### config.mk
export PLATFORM = sky130hd
export DESIGN_NAME = ccff_prog_ctrl
export DESIGN_NICKNAME = d
export VERILOG_FILES = /design/src/rtl/ccff_prog_pkg.sv /design/src/rtl/ccff_bit_serializer.sv /design/src/rtl/ccff_prog_ctrl.sv
export SDC_FILE = /design/constraint.sdc
export NUM_CORES = 1
export LEC_CHECK = 0
export CAP_MARGIN = 25
export CELL_PAD_IN_SITES_DETAIL_PLACEMENT = 0
export CELL_PAD_IN_SITES_GLOBAL_PLACEMENT = 1
export CORE_MARGIN = 2
export CORE_UTILIZATION = 44
export DETAILED_ROUTE_END_ITERATION = 8
export PLACE_DENSITY_LB_ADDON = 0.12
export SYNTH_ARGS = -nofsm -noshare
export SYNTH_HDL_FRONTEND = slang
export SYNTH_SLANG_ARGS = --single-unit
### constraint.sdc
create_clock -name prog_clk -period 9.6 [get_ports prog_clk]
set_input_delay 0.96 -clock prog_clk [delete_from_list [all_inputs] [get_ports prog_clk]]
set_output_delay 0.96 -clock prog_clk [all_outputs]
set_load 0.02 [all_outputs]
### src/rtl/ccff_prog_pkg.sv
// Shared state encoding and default sizing for the configuration-chain programmer.
package ccff_prog_pkg;

  localparam int CCFF_BITSTREAM_SIZE = 29696;
  localparam int CCFF_WORD_W         = 32;
  localparam int CCFF_CHECK_MARGIN   = 16;

  typedef enum logic [1:0] {
    IDLE  = 2'd0,
    PROG  = 2'd1,
    CHECK = 2'd2
  } ccff_state_e;

endpackage

### src/rtl/ccff_bit_serializer.sv
// One-word bitstream buffer: MSB-first shifting, same-cycle refill, and truncation of the final partial word.
module ccff_bit_serializer #(
  parameter int WORD_W = 32,
  parameter int CW     = 15
) (
  input  logic              prog_clk,
  input  logic              pReset,
  input  logic              flush,
  input  logic              run,
  input  logic              load,
  input  logic [WORD_W-1:0] word_data,
  input  logic [CW-1:0]     bits_left,
  output logic              bit_avail,
  output logic              bit_out,
  output logic              empty_next
);

  localparam int NW = $clog2(WORD_W + 1);

  logic [WORD_W-1:0] sreg;
  logic [NW-1:0]     cnt;
  logic [NW-1:0]     cnt_nxt;
  logic [NW-1:0]     load_bits;
  logic              have_bits;

  always_comb begin
    have_bits = (cnt != '0);
    load_bits = (bits_left < CW'(WORD_W)) ? NW'(bits_left) : NW'(WORD_W);
    bit_avail = run && (have_bits || load);
    // An empty buffer forwards the incoming MSB directly so refill costs no cycle.
    bit_out   = have_bits ? sreg[WORD_W-1] : word_data[WORD_W-1];
    cnt_nxt   = cnt;
    if (flush) begin
      cnt_nxt = '0;
    end else if (run) begin
      if (have_bits) begin
        cnt_nxt = cnt - NW'(1);
      end else if (load) begin
        cnt_nxt = load_bits - NW'(1);
      end
    end
    empty_next = (cnt_nxt == '0);
  end

  always_ff @(posedge prog_clk or negedge pReset) begin
    if (!pReset) begin
      cnt  <= '0;
      sreg <= '0;
    end else begin
      cnt <= cnt_nxt;
      if (!flush && run) begin
        if (have_bits) begin
          sreg <= sreg << 1;
        end else if (load) begin
          sreg <= word_data << 1;
        end
      end
    end
  end

endmodule

### src/rtl/ccff_prog_ctrl.sv
// Configuration-chain programmer: streams words into the CCFF chain and optionally runs a chain check.
// Chain check logic is built only when CCFF_CHAIN_CHECK_EN is defined.
module ccff_prog_ctrl
  import ccff_prog_pkg::*;
#(
  parameter int BITSTREAM_SIZE = CCFF_BITSTREAM_SIZE,
  parameter int WORD_W         = CCFF_WORD_W,
  parameter int CHECK_MARGIN   = CCFF_CHECK_MARGIN
) (
  input  logic                                             prog_clk,
  input  logic                                             pReset,
  input  logic                                             start,
  input  logic                                             check_mode,
  input  logic                                             abort,
  input  logic [WORD_W-1:0]                                word_data,
  input  logic                                             word_valid,
  output logic                                             word_ready,
  output logic                                             ccff_head,
  input  logic                                             ccff_tail,
  output logic                                             clk_en,
  output logic                                             busy,
  output logic                                             done,
  output logic                                             error,
  output logic [$clog2(BITSTREAM_SIZE+CHECK_MARGIN+1)-1:0] bit_count
);

  localparam int CW = $clog2(BITSTREAM_SIZE + CHECK_MARGIN + 1);

  ccff_state_e state;
  logic [CW-1:0] count_inc;
  logic [CW-1:0] bits_left;
  logic          run;
  logic          load;
  logic          bit_avail;
  logic          bit_out;
  logic          empty_next;

  // count_inc includes the bit on ccff_head this cycle, i.e. bits already issued.
  always_comb begin
    count_inc = bit_count + CW'(clk_en);
    bits_left = CW'(BITSTREAM_SIZE) - count_inc;
    run       = (state == PROG) && !abort;
    load      = run && word_valid && word_ready;
  end

  ccff_bit_serializer #(
    .WORD_W (WORD_W),
    .CW     (CW)
  ) u_serializer (
    .prog_clk   (prog_clk),
    .pReset     (pReset),
    .flush      (abort),
    .run        (run),
    .load       (load),
    .word_data  (word_data),
    .bits_left  (bits_left),
    .bit_avail  (bit_avail),
    .bit_out    (bit_out),
    .empty_next (empty_next)
  );

`ifndef CCFF_CHAIN_CHECK_EN
  logic unused_check_inputs;
  assign unused_check_inputs = ^{check_mode, ccff_tail};
  assign error = 1'b0;
`endif

  always_ff @(posedge prog_clk or negedge pReset) begin
    if (!pReset) begin
      state      <= IDLE;
      ccff_head  <= 1'b0;
      clk_en     <= 1'b0;
      word_ready <= 1'b0;
      busy       <= 1'b0;
      done       <= 1'b0;
      bit_count  <= '0;
`ifdef CCFF_CHAIN_CHECK_EN
      error      <= 1'b0;
`endif
    end else begin
      done <= 1'b0;
      if (abort) begin
        state      <= IDLE;
        clk_en     <= 1'b0;
        word_ready <= 1'b0;
        busy       <= 1'b0;
      end else begin
        case (state)
          IDLE: begin
            if (start) begin
              bit_count <= '0;
              busy      <= 1'b1;
`ifdef CCFF_CHAIN_CHECK_EN
              error     <= 1'b0;
              if (check_mode) begin
                state     <= CHECK;
                clk_en    <= 1'b1;
                ccff_head <= 1'b1;
              end else begin
                state      <= PROG;
                word_ready <= 1'b1;
              end
`else
              state      <= PROG;
              word_ready <= 1'b1;
`endif
            end
          end
          PROG: begin
            bit_count <= count_inc;
            if (count_inc == CW'(BITSTREAM_SIZE)) begin
              done       <= 1'b1;
              state      <= IDLE;
              busy       <= 1'b0;
              clk_en     <= 1'b0;
              ccff_head  <= 1'b0;
              word_ready <= 1'b0;
            end else begin
              clk_en     <= bit_avail;
              if (bit_avail) begin
                ccff_head <= bit_out;
              end
              word_ready <= empty_next && ((count_inc + CW'(bit_avail)) < CW'(BITSTREAM_SIZE));
            end
          end
`ifdef CCFF_CHAIN_CHECK_EN
          CHECK: begin
            // bit_count is frozen on the verdict edge so it reports where the tail was judged.
            if (ccff_tail || (bit_count == CW'(BITSTREAM_SIZE + CHECK_MARGIN))) begin
              done      <= 1'b1;
              state     <= IDLE;
              busy      <= 1'b0;
              clk_en    <= 1'b0;
              ccff_head <= 1'b0;
              error     <= !(ccff_tail && (bit_count == CW'(BITSTREAM_SIZE)));
            end else begin
              bit_count <= bit_count + CW'(1);
              ccff_head <= 1'b0;
            end
          end
`endif
          default: begin
            state      <= IDLE;
            clk_en     <= 1'b0;
            word_ready <= 1'b0;
            busy       <= 1'b0;
          end
        endcase
      end
    end
  end

endmodule

# After elaboration in Yosys (flattened, before gate mapping)
# Index checks and enable logic that the tools add are counted.
dict set report word_totals {
  ff_bits 60
  latchBits 0
  ram_bits 0
  mem_bits_ro 0
  inputBits 39
  output_inout_bits 21
  wordCells 70
  memories 0
}
dict set report op_classes {
  addsub 5
  multipliers 0
  n_div 0
  order_cmp 2
  eq_ne 6
  n_shift 0
  n_mux 29
  bitwise 1
  reduce_logical 18
}
# cell n
set ops {}
lappend ops {{32-bit two-way mux} 2}
lappend ops {{15-bit by 1-bit adder with 15-bit output} 2}
lappend ops {{6-bit two-way mux} 5}
lappend ops {{15-bit one-hot mux with 2 select lines} 1}
lappend ops {{15-bit equality test, second input constant} 1}
lappend ops {{15-bit < comparator, second input constant} 1}
lappend ops {{15-bit by 6-bit < comparator with 1-bit output, second input constant} 1}
lappend ops {{15-bit two-way mux} 1}
lappend ops {{15-bit subtractor, first input constant} 1}
lappend ops {{1-bit two-way mux} 13}
lappend ops {{6-bit by 1-bit subtractor with 6-bit output, second input constant} 2}
lappend ops {{1-bit logical AND} 6}
lappend ops {{6-bit logical NOT} 1}
lappend ops {{2-bit two-way mux} 3}
lappend ops {{1-bit one-hot mux with 2 select lines} 3}
lappend ops {{3-bit AND reduction} 2}
lappend ops {{2-bit nonzero test} 3}
lappend ops {{6-bit nonzero test} 1}
lappend ops {{2-bit inequality test, second input constant} 2}
lappend ops {{2-bit one-hot mux with 2 select lines} 1}
lappend ops {{2-bit AND reduction} 2}
lappend ops {{3-bit by 2-bit inequality test with 1-bit output, second input constant} 1}
lappend ops {{3-bit inequality test, second input constant} 1}
lappend ops {{2-bit by 1-bit equality test with 1-bit output, second input constant} 1}
lappend ops {{4 further kinds} 4}

# Logic depth before layout (Yosys ltp)
dict set report logic_depth {
  ltp_word 14
  ltp_mapped 20
  depth_no_buf 19
}

# Modules after synthesis
# A second synthesis with hierarchy kept.
dict set report hier_totals {
  hier_cells 448
  area_unflattened_um2 3951.3
}
# module instances cells_per_inst area_per_inst_um2 seq_area_each_um2
set by_module_without_submodules {}
lappend by_module_without_submodules {ccff_bit_serializer 1 208 2053.2 925.9}
lappend by_module_without_submodules {ccff_prog_ctrl 1 240 1898.1 500.5}

# Worst setup path before layout
# OpenSTA, ideal clock, no wires.
dict set report synth_timing {
  path_type {register to register}
  from {register clk_en}
  to {register word_ready}
  setup_ps 92
  arrival_time_ps 4004
  t_required_ps 9508
  slack_ps 5505
  path_stages_with_launch 19
  n_path_buf 2
  synth_period_minus_slack_ps 4095
  path_cell_list {dfrtp_1 > ha_1 > ha_1 > buf_6 > and2_1 > buf_2 > a2111oi_4 > o311ai_2 > or4_4 > a21oi_4 > nor2_2 > nor3_4 > nand2_1 > ha_1 > o22ai_1 > a22o_1 > a2111oi_0 > nand3_1 > o31ai_2}
}
dict set report synth_via {
  elab_chain_len 14
  word_cells_on_any_way 17
  cone_classes {4 x add/sub; 2 x order compare; 1 x eq/ne; 8 x mux; 2 x reduce/logical}
}
# item line
set synth_lines {}
lappend synth_lines {{start, declared} ccff_prog_ctrl.sv:20} ;# output logic clk_en,
lappend synth_lines {{start signal, assigned} ccff_prog_ctrl.sv:119} ;# clk_en <= bit_avail;
lappend synth_lines {{15-bit by 1-bit adder with 15-bit output *} ccff_prog_ctrl.sv:40} ;# count_inc = bit_count + CW'(clk_en);
lappend synth_lines {{15-bit subtractor} ccff_prog_ctrl.sv:41} ;# bits_left = CW'(BITSTREAM_SIZE) - count_inc;
lappend synth_lines {{15-bit by 6-bit < comparator with 1-bit output} ccff_bit_serializer.sv:28} ;# load_bits = (bits_left < CW'(WORD_W)) ? NW'(bits_left) : NW'(WORD_W);
lappend synth_lines {{6-bit two-way mux} ccff_bit_serializer.sv:28}
lappend synth_lines {{6-bit by 1-bit subtractor with 6-bit output} ccff_bit_serializer.sv:39} ;# cnt_nxt = load_bits - NW'(1);
lappend synth_lines {{6-bit two-way mux} ccff_bit_serializer.sv:38} ;# end else if (load) begin
lappend synth_lines {{6-bit two-way mux} ccff_bit_serializer.sv:36} ;# if (have_bits) begin
lappend synth_lines {{6-bit two-way mux} ccff_bit_serializer.sv:35} ;# end else if (run) begin
lappend synth_lines {{6-bit two-way mux} ccff_bit_serializer.sv:33} ;# if (flush) begin
lappend synth_lines {{6-bit logical NOT} ccff_bit_serializer.sv:42} ;# empty_next = (cnt_nxt == '0);
lappend synth_lines {{1-bit logical AND} ccff_prog_ctrl.sv:123} ;# word_ready <= empty_next && ((count_inc + CW'(bit_avail)) < CW'(BITSTREAM_SIZE));
lappend synth_lines {{1-bit two-way mux *} ccff_prog_ctrl.sv:111} ;# if (count_inc == CW'(BITSTREAM_SIZE)) begin
lappend synth_lines {{1-bit one-hot mux with 2 select lines *} ccff_prog_ctrl.sv:88} ;# case (state)
lappend synth_lines {{1-bit two-way mux *} ccff_prog_ctrl.sv:82} ;# if (abort) begin
lappend synth_lines {{end signal, assigned} ccff_prog_ctrl.sv:123}
lappend synth_lines {{end, declared} ccff_prog_ctrl.sv:17} ;# output logic word_ready,
# Mark *: on every way between the ends. The rest lies on a longest branch, timed or not.
# A chain may end at the register's enable or synchronous reset.

# Final worst setup path
# Same ends and word-level chain as after synthesis.

==> impl_metrics.tcl <==
set metrics [dict create \
    htreeDepth 3 \
    slew_viol_final 0 \
    avgSynthCellArea_um2 8.86 \
    clk_pin_slew_ns 0.08 \
    p_leak_nw 1.90 \
    grt_pass1_wl_um 15900 \
    vdd_ir_drop_max_mv 0.145 \
    critical_path_buf_inv_count 0 \
    ctsHoldBuffers 0 \
    routed_via_density 5.64 \
    min_period_ns 4.76 \
    worstHoldStart "u_serializer.sreg[26]$_DFFE_PN0P_" \
    n_antenna_cell 0 \
    synth_cell_types 65 \
    crit_slowest_cell "a2111oi_0" \
    port_buffers 56 \
    synth_mux_area_share_pct 9.68 \
    netlist_instances 433 \
    worst_hold_path.num_cells 2 \
    num_rows 34 \
    reg2reg_depth 16 \
    relSlewSlack_pct 47.0 \
    cp-start-kind "register" \
    grt-busiest-layer "met2" \
    syn_nets 478 \
    synth-adder-area-share_pct 1.96 \
    required_ns 9.86 \
    fp.dieH_um 97.4 \
    path_max_fanout 10 \
    die_x_um 97.4 \
    synth-xor-area-share_pct 4.56 \
    finalWorstSetupSlack_ns 4.84 \
    worst_ep_arrival_time_ns 5.01 \
    r2r_start "clk_en$_DFFE_PN0N_" \
    post_cts_buffers 0 \
    cp-end-kind "register" \
    r2r_setup_slack_ns 4.84 \
    stdcell_area_mm2 0.00464 \
    mappedNetlistArea_mm2 0.00384 \
    track_usage_pct 20.7 \
    hpwl_um 6530 \
    crit_type "register to register" \
    routed_wl_um 9280 \
    synth-simple-area-share_pct 22.6 \
    grt_pass1_vias 3279 \
    skew_ns 0.0108 \
    synthFlopType "dfrtp_1" \
    drtPass1Iterations 4 \
    period_share_pct 49.6 \
    drtIter0Drc 122 \
    power_density_mw_per_mm2 276 \
    yosysWarnings 0 \
    grtUsageMet1_pct 26.5 \
    status "finished, final reports clean" \
    place.gp.congestion 0.868 \
    dieArea_mm2 0.00948 \
    placedInstanceArea_mm2 0.00441 \
    antenna_left 0 \
    worst_path_most_repeated_cell "ha_1" \
    max-clock-path-buffers 2 \
    slowest_delay_ns 0.50 \
    worstReg2RegEnd "word_ready$_DFFE_PN0P_" \
    nNetsFinal 519 \
    clock_sinks 57 \
    ys_seq_elements 57 \
    clk_latency_ns 0.34 \
    fmax_mhz 210 \
    area_growth_pct 20.9 \
    worst_slew_pin_slew_ns 0.795 \
    crit_family "compound AO/OA/AOI/OAI gates" \
    numCtsBuffers 9 \
    overflow 0 \
    finalHoldViolCount 0 \
    startpoint "clk_en$_DFFE_PN0N_" \
    use_met2_pct 34.4 \
    cts_tree "done" \
    synth-compound-area-share_pct 18.7 \
    setup_viol 0 \
    wl_per_cell_um 15.8 \
    start_util_pct 44.7 \
    cp_cell_sequence "ha_1 -> ha_1 -> and2_1 -> a2111oi_4 -> o311ai_2 -> o21a_1 -> mux2i_1 -> or3_4 -> nor3_4 -> nand2_1 -> ha_1 -> o22ai_1 -> a22o_1 -> a2111oi_0 -> nand3_1 -> o31ai_2" \
    layout_commonest_cell "nand2_1" \
    hold-path-endpoint "u_serializer.sreg[26]$_DFFE_PN0P_" \
    ctsResizeCount 0 \
    grt_max_degree 64 \
    final.setup.tns_ns 0 \
    io_pins 60 \
    pre_cts_ws_ns 4.86 \
    root_buffer "clkbuf_8" \
    layout_common_cells "nand2_1 (64), dfrtp_1 (57), o21ai_0 (56)" \
    dr_total_vias 3311 \
    synth_top_family_by_area "simple AND/OR/NAND/NOR gates" \
    hp-class "register to register" \
    synth_edf_count 0 \
    use_met3_pct 3.81 \
    antenna_found_initial 0 \
    core_mm2 0.00859 \
    drc 0 \
    cap_viol_max_count 0 \
    synth-async-reset-ratio_pct 100 \
    ys_seq_area_share_pct 37.2 \
    drive_above_1_share_pct 9.39 \
    fillCellCount 829 \
    rsz0062_at_grt "false" \
]
==> cells in the mapped netlist, types with 6 or more instances <==
master,count,area (um^2)
dfrtp_1,57,1430
ha_1,6,75.1
nand2_1,64,240
nand3_1,9,45.0
nor3_1,12,60.1
nand4_1,6,37.5
xor2_1,6,52.6
clkbuf_1,15,56.3
and2_1,8,50.1
nor2_1,30,113
inv_1,9,33.8
o21ai_0,56,280
xnor2_1,14,123
a21oi_1,10,50.1
mux2i_1,36,360
o22ai_1,6,37.5
==> per-layer routing <==
metal | vias to the layer above | wire [um]
li1 | 1636 | -
met1 | 1588 | 4300
met2 | 67 | 4410
met3 | 20 | 350
met4 | 0 | 215
met5 | - | 0
==> through the flow <==
stage | std cells | util, % | hold slack [ns] | total power [mW]
after floorplan | 433 | - | 0.449 | 0.864
after CTS | 587 | 54.0 | 0.487 | 1.29
after global routing | 587 | 54.0 | 0.510 | 1.39
after detailed placement | 571 | 51.4 | 0.470 | 1.03
after global placement | 570 | 51.0 | 0.460 | 0.987
final | 587 | 54.0 | 0.477 | 1.28
==> power breakdown <==
group / internal [mW] / switching [mW]
clock network: 0.148 / 0.113
logic: 0.300 / 0.360
registers: 0.312 / 0.0493
==> tightest hold or removal path: stages (launching register included) <==
cell and delay, ns:
dfrtp_1 0.34, nand2_1 0.04, o21ai_0 0.06
==> logic make-up (layout without fill, tap and decap cells) <==
family                   Yosys count  count (layout)
AND/OR/NAND/NOR                  163             163
AO/OA/AOI/OAI                    110             110
flip-flops                        57              57
buffers and inverters             39              85
multiplexers                      37              37
XOR/XNOR                          20              20
adder cells (fa/ha/maj)            6               6
other                              1               1
==> area by class of cell <==
| type | count | area, um^2 | area share [%] |
|---|---|---|---|
| Multi-Input combinational cell | 337 | 2210 | 47.7 |
| Clock buffer | 9 | 124 | 2.67 |
| Clock inverter | 7 | 103 | 2.21 |
| Sequential cell | 57 | 1430 | 30.7 |
| Tap cell | 108 | 135 | 2.91 |
| Timing Repair Buffer | 60 | 606 | 13.0 |
| Inverter | 9 | 33.8 | 0.728 |
==> state kept, by name, summed over array words and instances, names as in the netlist <==
register,count
bit_count,15
busy,1
ccff_head,1
clk_en,1
done,1
u_serializer.cnt,6
u_serializer.sreg,31
word_ready,1
==> worst max-delay path by stage <==
stage	to	slack, ns	cells past startpoint
2_1_floorplan	word_ready$_DFFE_PN0P_	5.50	18
3_3_place_gp	word_ready$_DFFE_PN0P_	4.86	16
3_5_place_dp	word_ready$_DFFE_PN0P_	4.86	16
4_1_cts	word_ready$_DFFE_PN0P_	4.86	16
5_1_grt	word_ready$_DFFE_PN0P_	4.47	16
6_report	word_ready$_DFFE_PN0P_	4.84	16
Power figures use the tool's default switching activity.
